[src/rtl/seven_seg_capture.sv]
// Samples a multiplexed active-low 7-segment bus, debounces each digit and emits BCD frames over valid/ready.
// Frame valid 3 cycles after the final stable scan (+2 with SEVEN_SEG_CAPTURE_SYNC_EN); frames hold while out_ready is low.
module seven_seg_capture #(
    parameter int NUM_DIGITS   = 4,
    parameter int STABLE_SCANS = 2
) (
    input  logic                    clk,
    input  logic                    rst,
    input  logic [6:0]              seg_n,
    input  logic [NUM_DIGITS-1:0]   an_n,
    output logic                    out_valid,
    input  logic                    out_ready,
    output logic [4*NUM_DIGITS-1:0] out_bcd,
    output logic [NUM_DIGITS-1:0]   out_err,
    output logic                    overrun
);

    localparam int CW = $clog2(STABLE_SCANS + 1);
    localparam int IW = (NUM_DIGITS > 1) ? $clog2(NUM_DIGITS) : 1;
    localparam int LW = $clog2(NUM_DIGITS + 1);

    logic [6:0]            seg_in;
    logic [NUM_DIGITS-1:0] an_in;

`ifdef SEVEN_SEG_CAPTURE_SYNC_EN
    logic [6:0]            seg_m1, seg_m2;
    logic [NUM_DIGITS-1:0] an_m1, an_m2;

    always_ff @(posedge clk) begin
        if (rst) begin
            seg_m1 <= '1;
            seg_m2 <= '1;
            an_m1  <= '1;
            an_m2  <= '1;
        end else begin
            seg_m1 <= seg_n;
            seg_m2 <= seg_m1;
            an_m1  <= an_n;
            an_m2  <= an_m1;
        end
    end

    assign seg_in = seg_m2;
    assign an_in  = an_m2;
`else
    assign seg_in = seg_n;
    assign an_in  = an_n;
`endif

    // Input stage idles to "all off" so reset never looks like a scan.
    logic [6:0]            s_seg;
    logic [NUM_DIGITS-1:0] s_an;

    always_ff @(posedge clk) begin
        if (rst) begin
            s_seg <= '1;
            s_an  <= '1;
        end else begin
            s_seg <= seg_in;
            s_an  <= an_in;
        end
    end

    function automatic logic [4:0] decode(input logic [6:0] p);
        case (p)
            7'b1111110: decode = {1'b0, 4'd0};
            7'b0110000: decode = {1'b0, 4'd1};
            7'b1101101: decode = {1'b0, 4'd2};
            7'b1111001: decode = {1'b0, 4'd3};
            7'b0110011: decode = {1'b0, 4'd4};
            7'b1011011: decode = {1'b0, 4'd5};
            7'b1011111: decode = {1'b0, 4'd6};
            7'b1110000: decode = {1'b0, 4'd7};
            7'b1111111: decode = {1'b0, 4'd8};
            7'b1110011: decode = {1'b0, 4'd9};
            7'b0000000: decode = {1'b0, 4'hF};
            default:    decode = {1'b1, 4'hE};
        endcase
    endfunction

    logic [6:0]            cand [NUM_DIGITS];
    logic [CW-1:0]         cnt  [NUM_DIGITS];
    logic [4*NUM_DIGITS-1:0] dig;
    logic [NUM_DIGITS-1:0] err;
    logic [NUM_DIGITS-1:0] upd;
    logic                  prev_ok;
    logic [IW-1:0]         prev_idx;

    logic [LW-1:0]         low_cnt;
    logic [IW-1:0]         scan_idx;
    logic                  scan_ok;
    logic                  scan_evt;
    logic [6:0]            pat;
    logic                  cand_hit;
    logic                  cnt_sat;
    logic                  commit;
    logic [NUM_DIGITS-1:0] commit_vec;
    logic [4:0]            dec;
    logic                  frame_fire;

    always_comb begin
        low_cnt  = '0;
        scan_idx = '0;
        for (int i = 0; i < NUM_DIGITS; i++) begin
            if (!s_an[i]) begin
                low_cnt  = low_cnt + LW'(1);
                scan_idx = IW'(i);
            end
        end
    end

    // A dwell on one digit counts once; any invalid cycle breaks the dwell.
    assign scan_ok  = (low_cnt == LW'(1));
    assign scan_evt = scan_ok && !(prev_ok && (prev_idx == scan_idx));
    assign pat      = ~s_seg;
    assign cand_hit = (pat == cand[scan_idx]);
    assign cnt_sat  = (cnt[scan_idx] == CW'(STABLE_SCANS));
    assign commit   = scan_evt && (cand_hit ? (cnt[scan_idx] == CW'(STABLE_SCANS - 1))
                                            : (STABLE_SCANS == 1));
    assign dec      = decode(pat);

    always_comb begin
        commit_vec = '0;
        if (commit) commit_vec[scan_idx] = 1'b1;
    end

    assign frame_fire = (&upd) && (!out_valid || out_ready);

    always_ff @(posedge clk) begin
        if (rst) begin
            for (int i = 0; i < NUM_DIGITS; i++) begin
                cand[i] <= '0;
                cnt[i]  <= '0;
            end
            dig       <= '0;
            err       <= '0;
            upd       <= '0;
            prev_ok   <= 1'b0;
            prev_idx  <= '0;
            out_valid <= 1'b0;
            out_bcd   <= '0;
            out_err   <= '0;
            overrun   <= 1'b0;
        end else begin
            prev_ok  <= scan_ok;
            prev_idx <= scan_idx;

            if (scan_evt) begin
                if (cand_hit) begin
                    if (!cnt_sat) cnt[scan_idx] <= cnt[scan_idx] + CW'(1);
                end else begin
                    cand[scan_idx] <= pat;
                    cnt[scan_idx]  <= CW'(1);
                end
            end

            if (commit) begin
                dig[4*scan_idx +: 4] <= dec[3:0];
                err[scan_idx]        <= dec[4];
            end

            // A digit framed in this same cycle was not lost, so it is not an overrun.
            upd     <= (frame_fire ? '0 : upd) | commit_vec;
            overrun <= commit && upd[scan_idx] && !frame_fire;

            if (frame_fire) begin
                out_valid <= 1'b1;
                out_bcd   <= dig;
                out_err   <= err;
            end else if (out_ready) begin
                out_valid <= 1'b0;
            end
        end
    end

endmodule

[config.mk]
export PLATFORM = sky130hd
export DESIGN_NAME = seven_seg_capture
export DESIGN_NICKNAME = d
export VERILOG_FILES = /design/src/rtl/seven_seg_capture.sv
export SDC_FILE = /design/constraint.sdc
export NUM_CORES = 1
export LEC_CHECK = 0
export ABC_AREA = 1
export ABC_CLOCK_PERIOD_IN_PS = 3790
export CAP_MARGIN = 15
export CORE_UTILIZATION = 58
export DETAILED_ROUTE_END_ITERATION = 7
export PLACE_DENSITY = 0.79
export SYNTH_ARGS = -nofsm -noshare
export SYNTH_HDL_FRONTEND = slang
export SYNTH_SLANG_ARGS = --single-unit
[constraint.sdc]
create_clock -name clk -period 3.79 [get_ports clk]
set_input_delay 0.5685 -clock clk [delete_from_list [all_inputs] [get_ports clk]]
set_output_delay 0.5685 -clock clk [all_outputs]
set_load 0.005 [all_outputs]
==> run summary, run 1 <==
Crit path top cell by count: nand2_1
Syn_nets: 615
Crit path cell chain: inv_2 -> ha_1 -> xnor2_2 -> ha_1 -> nor2_1 -> nand2_1 -> o21ai_1 -> nand2_1 -> nor3b_2 -> nand2_4 -> inv_1 -> nand3_1 -> nand2_1
Worst-path maximum fanout: 13
Endpoints failing hold: 0
Final period util: 78.3%
Later-pin clock latency in the skew report: 0.37 ns
Share of the yosys chip area belonging to registers: 48.9%
Outcome: finished, final reports clean
Buffers on Ports: 35
Global-route wire length before repair: 16.2 mm
Clock Tree Root: clkbuf_8
Detailed-route DRC error count: 0
Setup tns final: 0 ns
Syn. warnings: 0
Sink Count: 96
Final Core Density: 67.6%
Slowest CP cell: dfxtp_1
Initial antenna violation count: 0
Final nets: 645
Global Route Usage Sum: 24.4%
Top delay family on crit path: simple AND/OR/NAND/NOR gates
Post-CTS setup buffer count: 0
Library cells used by synthesis: 42
Critical path launch point type: flop
Post-CTS resize count: 0
Syn Std Cell Area: 0.00466 mm^2
Slew Viols, Final: 0
Crit path kind: flop to flop
Syn avg cell area: 7.83 um^2
Routed Antenna Nets: 0
Commonest non-fill, non-tap cell in the layout: nand2_1
Gp weighted congestion: 0.912
Clk_skew: 0.0146 ns
CP endpoint kind: flop
VDD IR-drop max: 0.000238 V
H-tree levels: 3
WP data required: 3.83 ns
Number of CTS-inserted buffers: 9
Die Width: 91.7 um
Vias in the first global route: 3562
Pre-antenna DRT Iters: 5
Area Overhead vs Synth: 12.5%
Grt total ovfl: 0
Clock transition at the registers of the reported paths: 0.10 ns
Max_slew headroom: 38.2%
CP bufs+invs: 2
Minimum clock period after layout: 2.97 ns
Cts hold-fix bufs: 0
Diodes inserted: 0
DRT iter0 DRCs: 257
Die Area: 0.00841 mm^2
Fraction of layout cells with a size suffix above 1: 10.8%
Starting density of the core: 60.1%
Final WL: 9.70 mm
Final Total Pwr: 2.04 mW
Core area: 0.00777 mm^2
Post-DP HPWL: 7.10 mm
Row count: 32
Max Fclk: 337 MHz
Synth Instances: 596
Fill cells: 661
Cell Pwr Density: 389 mW/mm^2
Via count: 3873
DR WL/cell: 13.2 um
Commonest non-fill, non-tap cells in the layout: 121 x nand2_1, 104 x nor2_1, 83 x inv_1
Setup-failing EPs final: 0
Largest net degree at the start of global routing: 41
HP Class: flop to flop
Vias per cell: 5.28
Pleak: 2.30 nW
RSZ-0062 raised after global routing: no
Max incr delay on CP: 0.45 ns
I/O pin count: 36
Clock Tree Buf Depth: 2
Max-Cap Viols: 0
Worst slew pin tran: 0.925 ns
Crit path DAT: 3.01 ns
CTS tree: yes
Die H: 91.7 um
Yosys reg bits: 96
## worst register-to-register path, stage by stage (launching register included)
cell     delay [ns]
dfxtp_1        0.45
inv_2          0.07
ha_1           0.33
xnor2_2        0.23
ha_1           0.26
nor2_1         0.10
nand2_1        0.06
o21ai_1        0.10
nand2_1        0.10
nor3b_2        0.27
nand2_4        0.22
inv_1          0.10
nand3_1        0.09
nand2_1        0.27
## layer usage
layer	vias to the layer above	share of wire (%)	track usage [%]
li1	1937	-	-
met2	126	48	40.7
met4	0	1.3	7.28
met3	16	4.8	4.64
met1	1794	46	32.3
met5	-	0	0
## cells by family (layout without fill, tap and decap cells)
family	count (synthesis)	in the layout	share of synthesized area (%)
xor+xnor	3	3	0.724
simple gates	310	310	30.7
compound gates	66	66	7.78
buf+inv	116	151	10.5
flops	96	96	48.9
fa+ha+maj	5	5	1.34
## cell type report
cell class              instances  area (um^2)  share of cell area (%)
multi-input cells             384         1890                    36.1
inverters                      93          349                    6.65
clock inverters                 7         70.1                    1.34
clock buffers                   9          124                    2.36
repair buffers                 42          403                    7.68
well taps                     102          128                    2.43
flip-flops and latches         96         2280                    43.5
## synth_stat cells, drive strengths merged
library cell | instances | share of area [%]
nand2 | 127 | 11
nor2 | 112 | 10
inv | 92 | 7.4
dfxtp | 60 | 26
edfxtp | 36 | 23
o21ai | 34 | 3.8
nand3 | 24 | 3.3
a21oi | 23 | 2.5
nand4 | 18 | 2.5
clkbuf | 13 | 1.0
or2 | 11 | 1.5
buf | 10 | 2.0
nor3 | 8 | 0.86
ha | 5 | 1.3
nand3b | 5 | 0.80
o22ai | 4 | 0.54
and2 | 3 | 0.40
o221ai | 2 | 0.38
xnor2 | 2 | 0.54
a211oi | 1 | 0.16
a22oi | 1 | 0.16
clkinv | 1 | 0.080
nor3b | 1 | 0.27
nor4 | 1 | 0.13
o2111ai | 1 | 0.19
xor2 | 1 | 0.19
## report_power, final
group,internal [mW],total [mW],switching (mW)
Clock,0.281,0.660,0.380
Sequential,1.11,1.13,0.0209
Combinational,0.0815,0.251,0.170
## through the flow
| stage | hold slack, ns | instances | cell area [um^2] | setup WS (ns) |
|---|---|---|---|---|
| final | 0.455 | 733 | 5250 | 0.823 |
| after detailed placement | 0.441 | 717 | 5050 | 0.869 |
| after global placement | 0.439 | 717 | 5050 | 0.999 |
| after floorplan | 0.430 | 596 | 4660 | 0.813 |
| after global routing | 0.471 | 733 | 5250 | 0.606 |
| after CTS | 0.455 | 733 | 5250 | 0.841 |
## final timing paths
path,slack (ns),start,cells after the start,end
worst max-delay path,0.82,s_an[1],13,cand[0][6]
worst min register to register,0.46,dig[13],2,out_bcd[13]
worst max register to register,0.82,s_an[1],13,cand[0][6]
worst min-delay path,0.46,dig[13],2,out_bcd[13]
## registers in the layout (all words and copies together), names as in the netlist
name	flops
out_bcd	16
prev_idx	2
prev_ok	1
cnt	8
out_valid	1
overrun	1
s_an	4
upd	4
err	4
s_seg	7
cand	28
dig	16
out_err	4
No activity file was read; power rests on OpenSTA's default activity.
==> run 2, diff against run 1 <==
--- a/config.mk
+++ b/config.mk
@@ -6,11 +6,11 @@
 export NUM_CORES = 1
 export LEC_CHECK = 0
 export ABC_AREA = 1
-export ABC_CLOCK_PERIOD_IN_PS = 3790
+export ABC_CLOCK_PERIOD_IN_PS = 2400
 export CAP_MARGIN = 15
-export CORE_UTILIZATION = 58
+export CORE_UTILIZATION = 53
 export DETAILED_ROUTE_END_ITERATION = 7
-export PLACE_DENSITY = 0.79
+export PLACE_DENSITY = 0.76
 export SYNTH_ARGS = -nofsm -noshare
 export SYNTH_HDL_FRONTEND = slang
 export SYNTH_SLANG_ARGS = --single-unit
==> constraint.sdc (replaced) <==
create_clock -name clk -period 2.4 [get_ports clk]
set_input_delay 0.36 -clock clk [delete_from_list [all_inputs] [get_ports clk]]
set_output_delay 0.36 -clock clk [all_outputs]
set_load 0.005 [all_outputs]
==> run summary, run 2 (synthesis gave the netlist of run 1 again) <==
Hold WS: 0.458 ns
Later-pin clock latency in the skew report: 0.36 ns
H-tree levels: 3
Die Width: 95.8 um
Max Fclk: 399 MHz
Critical path launch point type: flop
Die Area: 0.00918 mm^2
Number of CTS-inserted buffers: 9
Starting density of the core: 55.7%
Initial antenna violation count: 0
VDD IR-drop max: 0.000388 V
Core area: 0.00838 mm^2
Clock Tree Buf Depth: 2
Worst slew pin tran: 0.620 ns
Clock transition at the registers of the reported paths: 0.10 ns
Setup-failing EPs final: 51
Failing checks: negative setup slack
Row count: 33
Minimum clock period after layout: 2.50 ns
Outcome: finished, violations left
Largest Register: cand
CP endpoint kind: flop
RSZ-0062 raised after global routing: yes
Clk_skew: 0.0154 ns
I/O pin count: 36
Global Route Usage Sum: 24.6%
Slew Viols, Final: 0
Largest register FFs: 28
DR WL/cell: 13.8 um
Largest registers: cand x28, dig x16, out_bcd x16
Cell Pwr Density: 583 mW/mm^2
Diodes inserted: 0
Worst-path maximum fanout: 7
Area Overhead vs Synth: 22.3%
Cts hold-fix bufs: 0
Clock Tree Root: clkbuf_8
CTS tree: yes
Dpl cells: 747
HP Class: flop to flop
Crit path kind: flop to flop
Max-Cap Viols: 0
Final period util: 104%
Crit path DAT: 2.56 ns
Largest net degree at the start of global routing: 46
Fraction of layout cells with a size suffix above 1: 20.3%
Finished Layout Cells: 769
Final nets: 678
Max_slew headroom: 58.4%
Die H: 95.8 um
Global-route wire length before repair: 17.0 mm
Setup tns final: -3.95 ns
Pleak: 2.50 nW
Commonest non-fill, non-tap cell in the layout: nand2_1
Final Core Density: 68.1%
Buffers on Ports: 35
Endpoints failing hold: 0
DRT iter0 DRCs: 213
Final worst slack: -0.103 ns
Commonest non-fill, non-tap cells in the layout: 112 x nand2_1, 94 x nor2_1, 78 x inv_1
Vias per cell: 5.17
Vias in the first global route: 3664
Via count: 3975
Pre-antenna DRT Iters: 5
Detailed-route DRC error count: 0
Routed Antenna Nets: 0
Grt total ovfl: 0
Final WL: 10.6 mm
Post-DP HPWL: 7.51 mm
Sink Count: 96
Gp weighted congestion: 0.885
WP data required: 2.45 ns
-- run 2: routing by layer --
metal,part of all wire (%),GRT usage [%]
met5,0,0
met4,1.7,6.22
met3,5.5,5.37
met2,50,42.9
met1,43,30.8
-- run 2: repair_timing --
item                                    4_1_cts  5_1_grt
resized for setup                            15       28
pin swaps                                     3        7
endpoints found under the hold margin         0        0
endpoints found under the setup margin       70       87
setup buffers                                 4        2
-- run 2: metrics by stage --
stage          cell area (um^2)  power [mW]  setup slack (ns)
3_5_place_dp               5350        2.29            -0.129
4_1_cts                    5600        3.30           -0.0562
3_3_place_gp               5350        2.27           -0.0734
2_1_floorplan              4720        2.12           0.00518
5_1_grt                    5700        3.45            -0.223
6_report                   5700        3.32            -0.103
-- run 2: final cells by class --
type	count	area [um^2]
multi-input cells	384	2050
clock inverters	6	46.3
flip-flops and latches	96	2290
fillers	680	2680
inverters	93	354
clock buffers	10	138
well taps	105	131
repair buffers	75	696
-- run 2: power by group --
group          switching [mW]  internal, mW  total, mW
clock                   0.588         0.418       1.01
combinational           0.323         0.217      0.540
sequential             0.0326          1.75       1.78
-- run 2: final timing paths --
path	slack (ns)	depth (start not counted)	end	start
worst max-delay path	-0.10	12	cand[2][2]	s_an[1]
worst max register to register	-0.10	12	cand[2][2]	s_an[1]
worst min-delay path	0.46	2	out_err[1]	err[1]
worst min register to register	0.46	2	out_err[1]	err[1]
-- run 2: critical path, cell delays in order (launching register included) --
cell     delay [ns]
dfxtp_4        0.38
inv_4          0.04
ha_4           0.24
xnor2_2        0.14
ha_1           0.28
nor2_1         0.09
nand2_1        0.07
o21ai_2        0.08
nand2_2        0.10
nor3b_4        0.28
nand2_4        0.11
buf_4          0.16
o21ai_4        0.22
==> run 3, diff against run 2 <==
--- a/config.mk
+++ b/config.mk
@@ -6,11 +6,11 @@
 export NUM_CORES = 1
 export LEC_CHECK = 0
 export ABC_AREA = 1
-export ABC_CLOCK_PERIOD_IN_PS = 2400
+export ABC_CLOCK_PERIOD_IN_PS = 3000
 export CAP_MARGIN = 15
-export CORE_UTILIZATION = 53
+export CORE_UTILIZATION = 60
 export DETAILED_ROUTE_END_ITERATION = 7
-export PLACE_DENSITY = 0.76
+export PLACE_DENSITY = 0.82
 export SYNTH_ARGS = -nofsm -noshare
 export SYNTH_HDL_FRONTEND = slang
 export SYNTH_SLANG_ARGS = --single-unit
==> constraint.sdc (replaced) <==
create_clock -name clk -period 3 [get_ports clk]
set_input_delay 0.45 -clock clk [delete_from_list [all_inputs] [get_ports clk]]
set_output_delay 0.45 -clock clk [all_outputs]
set_load 0.005 [all_outputs]
==> run summary, run 3 (synthesis gave the netlist of run 1 again) <==
Setup WS pre-CTS: 0.165 ns
Max-Cap Viols: 0
DP Area: 0.00507 mm^2
Final WL: 10.2 mm
Sink Count: 96
Fill cells: 601
Clk_skew: 0.00795 ns
Largest registers: cand x28, dig x16, out_bcd x16
Post-CTS setup buffer count: 0
RSZ-0062 raised after global routing: no
Post-DP HPWL: 7.45 mm
Starting density of the core: 63.3%
Detailed-route DRC error count: 0
DRT iter0 DRCs: 233
Later-pin clock latency in the skew report: 0.37 ns
Dpl cells: 717
Vias in the first global route: 3708
Cell Pwr Density: 481 mW/mm^2
Vias per cell: 5.33
Row count: 31
Die Width: 90.2 um
Max Fclk: 355 MHz
Global-route wire length before repair: 17.4 mm
Largest Register: cand
Initial antenna violation count: 0
CTS tree: yes
Commonest non-fill, non-tap cell in the layout: nand2_1
I/O pin count: 36
Via count: 3908
Hold WS: 0.462 ns
Critical path launch point type: flop
Crit path DAT: 2.91 ns
Clock transition at the registers of the reported paths: 0.09 ns
Final Total Pwr: 2.53 mW
Core area: 0.00737 mm^2
Fin area: 0.00526 mm^2
DR WL/cell: 13.9 um
Area of the multi-input gates: 0.00190 mm^2
HP Class: flop to flop
Final Core Density: 71.4%
Final worst slack: 0.185 ns
Routed Antenna Nets: 0
Largest net degree at the start of global routing: 46
Gp weighted congestion: 0.869
Setup tns final: 0 ns
Number of CTS-inserted buffers: 9
Pleak: 2.32 nW
Final nets: 648
Worst-path maximum fanout: 7
Final period util: 93.8%
VDD IR-drop max: 0.000365 V
Diodes inserted: 0
Global Route Usage Sum: 27.2%
Fraction of layout cells with a size suffix above 1: 11.7%
Finished Layout Cells: 733
Die Area: 0.00813 mm^2
Setup-failing EPs final: 0
Minimum clock period after layout: 2.81 ns
Grt total ovfl: 0
Area Overhead vs Synth: 12.8%
Outcome: finished, final reports clean
Clock Tree Buf Depth: 2
Worst slew pin tran: 0.654 ns
Post-CTS resize count: 0
Cts hold-fix bufs: 0
Buffers on Ports: 35
Seq. cell area: 0.00229 mm^2
CP endpoint kind: flop
Die H: 90.2 um
H-tree levels: 3
Commonest non-fill, non-tap cells in the layout: 121 x nand2_1, 104 x nor2_1, 83 x inv_1
Endpoints failing hold: 0
Pre-antenna DRT Iters: 6
Slew Viols, Final: 0
WP data required: 3.09 ns
Crit path kind: flop to flop
Largest register FFs: 28
Clock Tree Root: clkbuf_8
Max_slew headroom: 56.0%
run 3: cell count changes in the layout (fill, tap and decap cells not counted), sizes merged:
cell / before / now
buf: 40 / 10
clkinv: 1 / 4
clkinvlp: 1 / 0
inv: 97 / 95
run 3: final cells by class:
| class | instances | share of cell area (%) |
|---|---|---|
| flip-flops and latches | 96 | 43.4 |
| multi-input cells | 384 | 36.1 |
| repair buffers | 45 | 8.09 |
| inverters | 93 | 6.63 |
| clock buffers | 10 | 2.62 |
| well taps | 99 | 2.35 |
| clock inverters | 6 | 0.761 |
run 3: metal layers:
metal / wire length, um / track usage, %
met5: 0 / 0
met4: 195 / 9.68
met3: 677 / 5.58
met1: 4430 / 35.2
met2: 4890 / 45.2
run 3: power by group:
part / switching [mW] / internal [mW]
Clock: 0.455 / 0.327
Sequential: 0.0281 / 1.40
Combinational: 0.218 / 0.106
run 3: worst paths after layout:
kind	slack, ns	startpoint	end	cells past startpoint
max	0.19	s_an[1]	cand[1][4]	12
min	0.46	dig[13]	out_bcd[13]	2
max reg2reg	0.19	s_an[1]	cand[1][4]	12
min reg2reg	0.46	dig[13]	out_bcd[13]	2
run 3: worst max-delay path, stage by stage, from the launching register on:
cell and delay, ns:
dfxtp_2 0.39, inv_2 0.07, ha_1 0.33, xnor2_2 0.22, ha_1 0.27, nor2_1 0.12
nand2_1 0.06, o21ai_1 0.12, nand2_1 0.12, nor3b_2 0.28, nand2_4 0.13, o21ai_0 0.24
buf_4 0.21
